**config.mk**
```make
export PLATFORM = sky130hd
export DESIGN_NAME = coin_hit_judge
export DESIGN_NICKNAME = d
export VERILOG_FILES = /design/src/rtl/coin_hit_judge.sv
export SDC_FILE = /design/constraint.sdc
export NUM_CORES = 1
export LEC_CHECK = 0
export CORE_ASPECT_RATIO = 0.8
export CORE_UTILIZATION = 30
export CTS_BUF_LIST = sky130_fd_sc_hd__clkbuf_16
export CTS_CLUSTER_SIZE = 10
export DETAILED_ROUTE_END_ITERATION = 8
export MAX_ROUTING_LAYER = met4
export PLACE_DENSITY_LB_ADDON = 0.1
export SYNTH_ARGS = -nofsm -noshare
export SYNTH_HDL_FRONTEND = slang
export SYNTH_SLANG_ARGS = --single-unit
```
**constraint.sdc**
```tcl
create_clock -name i_clk -period 7.5 [get_ports i_clk]
set_input_delay 1.875 -clock i_clk [delete_from_list [all_inputs] [get_ports i_clk]]
set_output_delay 1.875 -clock i_clk [all_outputs]
set_load 0.03 [all_outputs]
```
**src/rtl/coin_hit_judge.sv**
```systemverilog
// coin_hit_judge: per-lane hit/miss judge for the coin lanes.
// Synchronises the frame sync and lane buttons, runs one small FSM per lane,
// and keeps score, combo, lives and game-over for the HUD and game controller.
module coin_hit_judge #(
  parameter int NUM_LANES      = 3,
  parameter int HIT_POINTS     = 10,
  parameter int COMBO_BONUS_AT = 8,
  parameter int WINDOW_FRAMES  = 6,
  parameter int LIVES_INIT     = 3
) (
  input  logic                 i_clk,
  input  logic                 i_rst,
  input  logic                 i_v_sync,
  input  logic [NUM_LANES-1:0] i_active,
  input  logic [NUM_LANES-1:0] i_in_position,
  input  logic [NUM_LANES-1:0] i_btn,
  output logic [NUM_LANES-1:0] o_clear,
  output logic                 o_hit_pulse,
  output logic                 o_miss_pulse,
  output logic [15:0]          o_score,
  output logic [7:0]           o_combo,
  output logic [1:0]           o_lives,
  output logic                 o_game_over
);

  localparam int CNT_W = $clog2(WINDOW_FRAMES + 1);
  localparam int LCW   = $clog2(NUM_LANES + 1);

  typedef enum logic [1:0] {
    ST_IDLE,
    ST_TRAVEL,
    ST_WINDOW,
    ST_RESOLVED
  } lane_state_e;

  // Synchroniser chains and registered edge strobes
  logic [NUM_LANES-1:0] btn_s1_q, btn_s2_q, btn_s3_q, press_q;
  logic                 vs_s1_q, vs_s2_q, vs_s3_q, tick_q;

  // Per-lane state
  lane_state_e          state_q [NUM_LANES];
  lane_state_e          state_d [NUM_LANES];
  logic [CNT_W-1:0]     frame_q [NUM_LANES];
  logic [CNT_W-1:0]     frame_d [NUM_LANES];

  // Per-cycle judgement results
  logic [NUM_LANES-1:0] hit, miss, ghost, clear_d;
  logic [LCW-1:0]       hit_cnt, miss_cnt;

  // HUD state
  logic [15:0]          pts;
  logic [17:0]          score_sum;
  logic [8:0]           combo_sum;
  logic [15:0]          score_q, score_d;
  logic [7:0]           combo_q, combo_d;
  logic [1:0]           lives_q, lives_d;
  logic                 game_over_q, game_over_d;
  logic [NUM_LANES-1:0] clear_q;
  logic                 hit_pulse_q, miss_pulse_q;

  // Two-flop synchronisers plus an edge register for buttons and frame sync
  always_ff @(posedge i_clk) begin
    if (i_rst) begin
      btn_s1_q <= '0;
      btn_s2_q <= '0;
      btn_s3_q <= '0;
      press_q  <= '0;
      vs_s1_q  <= 1'b0;
      vs_s2_q  <= 1'b0;
      vs_s3_q  <= 1'b0;
      tick_q   <= 1'b0;
    end else begin
      // NOTE: non-blocking assignments make each stage take the previous
      // stage's old value, so the chain shifts exactly one flop per clock.
      btn_s1_q <= i_btn;
      btn_s2_q <= btn_s1_q;
      btn_s3_q <= btn_s2_q;
      press_q  <= btn_s2_q & ~btn_s3_q;
      vs_s1_q  <= i_v_sync;
      vs_s2_q  <= vs_s1_q;
      vs_s3_q  <= vs_s2_q;
      tick_q   <= vs_s2_q & ~vs_s3_q;
    end
  end

  // Lane state and frame counter registers
  always_ff @(posedge i_clk) begin
    if (i_rst) begin
      // NOTE: these arrays are a handful of flops per lane, not a RAM, so
      // they are reset like any other register.
      for (int l = 0; l < NUM_LANES; l++) begin
        state_q[l] <= ST_IDLE;
        frame_q[l] <= '0;
      end
    end else begin
      for (int l = 0; l < NUM_LANES; l++) begin
        state_q[l] <= state_d[l];
        frame_q[l] <= frame_d[l];
      end
    end
  end

  // Per-lane next state: hit/miss/ghost decisions and clear requests
  always_comb begin
    // NOTE: every signal written here gets a default first so no path
    // leaves it unassigned and no latch is inferred.
    hit     = '0;
    miss    = '0;
    ghost   = '0;
    clear_d = '0;
    for (int l = 0; l < NUM_LANES; l++) begin
      state_d[l] = state_q[l];
      frame_d[l] = frame_q[l];
      unique case (state_q[l])
        ST_IDLE: begin
          if (i_active[l]) state_d[l] = ST_TRAVEL;
        end
        ST_TRAVEL: begin
          if (game_over_q) begin
            clear_d[l] = 1'b1;
            state_d[l] = ST_RESOLVED;
          end else begin
            ghost[l] = press_q[l];
            if (!i_active[l]) begin
              state_d[l] = ST_IDLE;
            end else if (i_in_position[l]) begin
              state_d[l] = ST_WINDOW;
              frame_d[l] = '0;
            end
          end
        end
        ST_WINDOW: begin
          if (game_over_q) begin
            clear_d[l] = 1'b1;
            state_d[l] = ST_RESOLVED;
          end else if (press_q[l]) begin
            // A press wins over a same-cycle position fall or timeout
            hit[l]     = 1'b1;
            clear_d[l] = 1'b1;
            state_d[l] = ST_RESOLVED;
          end else if (!i_in_position[l] || !i_active[l] ||
                       (tick_q && frame_q[l] == CNT_W'(WINDOW_FRAMES - 1))) begin
            miss[l]    = 1'b1;
            clear_d[l] = 1'b1;
            state_d[l] = ST_RESOLVED;
          end else if (tick_q) begin
            frame_d[l] = frame_q[l] + CNT_W'(1);
          end
        end
        ST_RESOLVED: begin
          if (!i_active[l]) state_d[l] = ST_IDLE;
        end
        default: state_d[l] = ST_IDLE;
      endcase
    end
  end

  // Aggregate lanes into score, combo, lives and game-over updates
  always_comb begin
    hit_cnt  = '0;
    miss_cnt = '0;
    for (int l = 0; l < NUM_LANES; l++) begin
      hit_cnt  = hit_cnt + LCW'(hit[l]);
      miss_cnt = miss_cnt + LCW'(miss[l]);
    end

    pts       = (combo_q >= 8'(COMBO_BONUS_AT)) ? 16'(2 * HIT_POINTS) : 16'(HIT_POINTS);
    score_sum = 18'(score_q) + 18'(hit_cnt) * 18'(pts);
    score_d   = (score_sum > 18'h0FFFF) ? 16'hFFFF : score_sum[15:0];

    combo_sum = 9'(combo_q) + 9'(hit_cnt);
    if ((|miss) || (|ghost)) combo_d = '0;
    else if (combo_sum > 9'd255) combo_d = 8'd255;
    else combo_d = combo_sum[7:0];

    if (32'(miss_cnt) >= 32'(lives_q)) lives_d = '0;
    else lives_d = lives_q - 2'(miss_cnt);

    game_over_d = game_over_q | (lives_d == 2'd0);
  end

  // Registered HUD state and output pulses
  always_ff @(posedge i_clk) begin
    if (i_rst) begin
      score_q      <= '0;
      combo_q      <= '0;
      lives_q      <= 2'(LIVES_INIT);
      game_over_q  <= 1'b0;
      clear_q      <= '0;
      hit_pulse_q  <= 1'b0;
      miss_pulse_q <= 1'b0;
    end else begin
      score_q      <= score_d;
      combo_q      <= combo_d;
      lives_q      <= lives_d;
      game_over_q  <= game_over_d;
      clear_q      <= clear_d;
      hit_pulse_q  <= |hit;
      miss_pulse_q <= |miss;
    end
  end

  assign o_clear      = clear_q;
  assign o_hit_pulse  = hit_pulse_q;
  assign o_miss_pulse = miss_pulse_q;
  assign o_score      = score_q;
  assign o_combo      = combo_q;
  assign o_lives      = lives_q;
  assign o_game_over  = game_over_q;

endmodule

```
* After elaboration in Yosys (flattened, before gate mapping) *
Memory sizes are Yosys's and may differ from the RTL's.
Index checks and enable logic that the tools add are counted.

word-level totals
  register bits = 48
  RAM bits = 15
  input port bits = 12
  output and inout bits = 32
  memories = 2

operators by class
  add/subtract/negate cells = 10
  multipliers = 1
  $lt $le $gt $ge = 4
  eq/ne operators = 12
  muxes and demuxes = 101
  bitwise logic cells = 11
  reductions and logical operators = 24

memories
  name     depth  width  rd ports  clocked after Yosys merged registers in  write ports  line  text
  frame_q  3      3      3         0                                        3            43    logic [CNT_W-1:0] frame_q [NUM_LANES];
  state_q  3      2      3         0                                        3            41    lane_state_e state_q [NUM_LANES];

operators with widths
  cell                                                                                 number
  3-bit two-way mux                                                                    24
  2-bit two-way mux                                                                    28
  1-bit two-way mux                                                                    37
  2-bit one-hot mux with 4 select lines                                                3
  3-bit one-hot mux with 2 select lines                                                3
  16-bit by 7-bit adder with 17-bit output                                             1
  17-bit by 16-bit > comparator with 1-bit output, second input constant               1
  16-bit two-way mux                                                                   1
  2-bit == test, second input constant                                                 6
  3-bit by 1-bit adder with 3-bit output, second input constant                        3
  8-bit by 2-bit adder with 9-bit output                                               1
  3-bit == test, second input constant                                                 3
  9-bit by 8-bit > comparator with 1-bit output, second input constant                 1
  3-bit OR reduction                                                                   3
  8-bit by 4-bit greater-or-equal comparator with 1-bit output, second input constant  1
  2-bit zero test                                                                      4
  8-bit two-way mux                                                                    1
  1-bit logical OR                                                                     7
  2-bit by 5-bit multiplier with 7-bit output                                          1
  1-bit bitwise OR                                                                     7
  2-bit by 1-bit == test with 1-bit output, second input constant                      3
  1-bit zero test                                                                      6
  1-bit one-hot mux with 2 select lines                                                3
  5-bit two-way mux                                                                    1
  other kinds (10)                                                                     14

* Depth between registers and ports, before layout *
An unclocked memory read counts as a cell.

  word-level depth = 14
  depth in mapped cells = 16

* Worst setup path before layout *
No wires, ideal clock.

  path type = input -> register
  start point = in i_active[2]
  end point = reg game_over_q, in the netlist o_game_over
  arrival = 3,795 ps
  required time = 7,368 ps
  slack = 3,573 ps
  stages = 7
  buffers on the path = 0
  path through = and2_1 a2111oi_2 fa_1 ha_1 fa_1 o21ai_0 a21oi_1

on the way
  cells in the longest elaborated chain, start to end = 12
  elaborated cells on any way between the ends = 13

ends and longest elaborated chain
  element                                                                line      text
  start, declared                                                        14        input logic [NUM_LANES-1:0] i_active,
  1-bit zero test *                                                      --
  1-bit logical OR * (2 in a row)                                        141       end else if (!i_in_position[l] || !i_active[l] ||
  1-bit two-way mux *                                                    141
  1-bit two-way mux *                                                    136       end else if (press_q[l]) begin
  1-bit two-way mux *                                                    133       if (game_over_q) begin
  1-bit two-way mux *                                                    114       unique case (state_q[l])
  2-bit by 1-bit adder with 2-bit output *                               164       miss_cnt = miss_cnt + LCW'(miss[l]);
  2-bit subtractor or 2-bit greater-or-equal comparator (tied branches)  177, 176
  2-bit two-way mux *                                                    176       if (32'(miss_cnt) >= 32'(lives_q)) lives_d = '0;
  2-bit zero test *                                                      179       game_over_d = game_over_q | (lives_d == 2'd0);
  1-bit bitwise OR *                                                     179
  end signal, assigned                                                   196       game_over_q <= game_over_d;
  end, declared                                                          57        logic game_over_q, game_over_d;

Every way passes the cells marked *; elsewhere a longest branch is shown, timed or not.
A chain may end at the register's enable or synchronous reset.

* Final worst setup path *
  start point = reg game_over_q, in the netlist o_game_over
  end point = reg score_q[13], in the netlist o_score[13]

on the way
  cells in the longest elaborated chain, start to end = 8
  elaborated cells on any way between the ends = 12

ends and longest elaborated chain
  element                                          line  text
  1-bit two-way mux                                133
  1-bit two-way mux                                114
  1-bit by 1-bit adder with 2-bit output           163   hit_cnt = hit_cnt + LCW'(hit[l]);
  2-bit by 1-bit adder with 2-bit output *         163
  2-bit by 5-bit multiplier with 7-bit output *    168   score_sum = 18'(score_q) + 18'(hit_cnt) * 18'(pts);
  16-bit by 7-bit adder with 17-bit output *       168
  17-bit by 16-bit > comparator with 1-bit output  169   score_d = (score_sum > 18'h0FFFF) ? 16'hFFFF : score_sum[15:0];
  16-bit two-way mux *                             169
  end signal, assigned                             193   score_q <= score_d;
  end, declared                                    54    logic [15:0] score_q, score_d;

Marks and branches as above.

==> results.sh <==
export IMPL_vdd_ir_drop_max_mv=0.0987
export IMPL_status="completed"
export IMPL_dp_hpwl_mm=5.80
export IMPL_die_y_microns=99.4
export IMPL_required_ns=7.67
export IMPL_cts_tree="yes"
export IMPL_cp_slowest_cell="dfxtp_1"
export IMPL_die_w_microns=124
export IMPL_fin_skew_ns=0.00736
export IMPL_hold_slack_ns=0.378
export IMPL_setup_viol=0
export IMPL_path_cells="nand2b_4 > nor2_1 > fa_1 > mux2_2 > ha_1 > ha_1 > fa_1 > a211oi_1 > o21bai_1 > nand3_1 > a311oi_1"
export IMPL_synth_edf_count=0
export IMPL_drt_total_wl_mm=8.14
export IMPL_finalHoldViolCount=0
export IMPL_finalCritPeriodShare=0.619
export IMPL_slew_headroom=0.304
export IMPL_hold_path_class="reg -> reg"
export IMPL_cts_sinks=63
export IMPL_final_util=0.378
export IMPL_crit_type="reg -> reg"
export IMPL_yosysSeqAreaShare=0.355
export IMPL_fin_cells=582
export IMPL_crit_path_start="o_game_over$_SDFF_PP0_"
export IMPL_r2r_start="o_game_over$_SDFF_PP0_"
export IMPL_cts_resized=0
export IMPL_synth_compound_area_frac=0.191
export IMPL_critPathMaxFanout=29
export IMPL_dp_cells=567
export IMPL_dpl_instance_area_sq_um=4080
export IMPL_viasPerCell=5.09
export IMPL_powerDensity_nw_per_um2=196
export IMPL_antenna_found_initial=0
export IMPL_cts_buffers=9
export IMPL_path_clk_slew_ns=0.06
export IMPL_route_detailed_drc=0
export IMPL_cts_root_buf="clkbuf_16"
export IMPL_synth_simple_area_share=0.236
export IMPL_worst_pin_slew_ns=1.04
export IMPL_rsz0062_at_grt="false"
export IMPL_synth_mux_area_frac=0.00598
export IMPL_first_global_vias=2883
export IMPL_placementRows=35
export IMPL_overflow=0
export IMPL_nNetsFinal=479
export IMPL_worst_slack_ns=2.85
export IMPL_finalMaxSlewViolations=0
export IMPL_detail_route_wl_per_cell_microns=14.0
export IMPL_cts_setup_buffers=0
export IMPL_place_congestion=0.779
export IMPL_startpoint_type="register"
export IMPL_dieArea_sq_um=12300
export IMPL_drive_above_1_share=0.0668
export IMPL_synthAdderAreaFrac=0.141
export IMPL_post_synth_cell_area_avg_sq_um=9.03
export IMPL_final_cell_mix="dfxtp_1 (63), clkdlybuf4s50_1 (42), ha_1 (32)"
export IMPL_synth_flop_cell="dfxtp_1"
export IMPL_hp_start="btn_s3_q[1]$_SDFF_PP0_"
export IMPL_setup_tns_ns=0
export IMPL_power_leakage_nw=1.68
export IMPL_clk_path_buf_depth=2
export IMPL_async_flop_share=0
export IMPL_synth_seq_cells=63
export IMPL_stdcell_area_sq_um=4360
export IMPL_dp_slack_ns=2.85
export IMPL_num_antenna_cells=0
export IMPL_synth_xor_area_frac=0.0148
export IMPL_grt_usage=0.150
export IMPL_clock_latency_ns=0.33
export IMPL_dr_pass1_iters=4
export IMPL_cts_htree_levels=3
export IMPL_start_util=0.309
export IMPL_syn_num_nets=443
export IMPL_finalPower_mw=0.854
export IMPL_yosys_warnings=0
export IMPL_ant_nets=0
export IMPL_cts_hold_buf=0
export IMPL_num_vias=2963
export IMPL_ioPinCount=44
export IMPL_synth_cells=394
export IMPL_arrival_ns=4.82
export IMPL_core_area_sq_um=11500
export IMPL_max_freq_ghz=0.215
export IMPL_synthesis_area_sq_um=3560
export IMPL_grt_max_degree=50
export IMPL_grt_pass1_wl_mm=13.9
export IMPL_final_common_cell="dfxtp_1"
export IMPL_crit_path_end_kind="register"
export IMPL_drt_iter0_drc=190
export IMPL_synth_top_family_by_area="simple AND/OR/NAND/NOR gates"
export IMPL_io_buffers=43
export IMPL_critPathMaxStageDelay_ns=1.00
export IMPL_area_delta_synth_final_pct=22.4
export IMPL_finalCriticalPeriod_ns=4.65
export IMPL_maxCapViolCount=0
export IMPL_ys_types=65
-- flip-flops by register name, summed over array words and instances (netlist names), 2 cells and up, named ones only --
| name | count |
|---|---|
| btn_s1_q | 3 |
| btn_s2_q | 3 |
| btn_s3_q | 3 |
| frame_q | 9 |
| o_clear | 3 |
| o_combo | 8 |
| o_lives | 2 |
| o_score | 16 |
| press_q | 3 |
| state_q | 3 |
-- logic make-up after synthesis --
logic type	count (synthesis)
flops	63
mux	2
compound gates	101
xor+xnor	6
simple gates	137
fa+ha+maj	37
buf+inv	48
-- power by group --
group          leakage (nW)  internal (mW)  total [mW]  switching (mW)
Sequential            0.511          0.346       0.358          0.0118
Combinational          1.03         0.0426      0.0970          0.0543
Clock                 0.131          0.250       0.399           0.149
-- metal layers --
layer / track usage / up-vias / part of all wire
met2: 0.212 / 55 / 0.41
li1: - / 1504 / -
met4: 0.0639 / 0 / 0.019
met5: - / - / 0
met3: 0.0344 / 14 / 0.037
met1: 0.204 / 1390 / 0.53
-- critical path, delay by kind of cell, from the launching register on --
family          cells  cell delay [ns]
fa+ha+maj           4             1.44
flops               1             1.00
simple gates        3             0.89
compound gates      3             0.83
mux                 1             0.31
-- path summary, 6_finish.rpt --
| kind | to | slack [ns] | depth (start not counted) |
|---|---|---|---|
| worst min register to register | press_q[1]$_SDFF_PP0_ | 0.38 | 1 |
| worst max-delay path | o_score[13]$_SDFF_PP0_ | 2.85 | 11 |
| worst max register to register | o_score[13]$_SDFF_PP0_ | 2.85 | 11 |
| worst min-delay path | press_q[1]$_SDFF_PP0_ | 0.38 | 1 |
-- synth_stat cells (6+ instances only) --
cell type / count / area share
nor3_1: 7 / 0.0098
nor2b_1: 19 / 0.033
nand3_1: 9 / 0.013
dfxtp_1: 63 / 0.35
nor3b_1: 7 / 0.015
and3_1: 10 / 0.018
nor2_1: 21 / 0.022
ha_1: 32 / 0.11
a31oi_1: 8 / 0.014
o21ai_0: 20 / 0.028
clkbuf_1: 10 / 0.011
buf_2: 6 / 0.0084
inv_1: 30 / 0.032
nand2_1: 16 / 0.017
a21oi_1: 29 / 0.041
-- final cells by class --
type / instances / area (sq um)
Sequential cell: 63 / 1260
Clock inverter: 6 / 52.6
Clock buffer: 9 / 225
Tap cell: 148 / 185
Timing Repair Buffer: 43 / 425
Inverter: 30 / 113
Fill cell: 1173 / 7160
Multi-Input combinational cell: 283 / 2090
(Power assumes the default switching activity.)
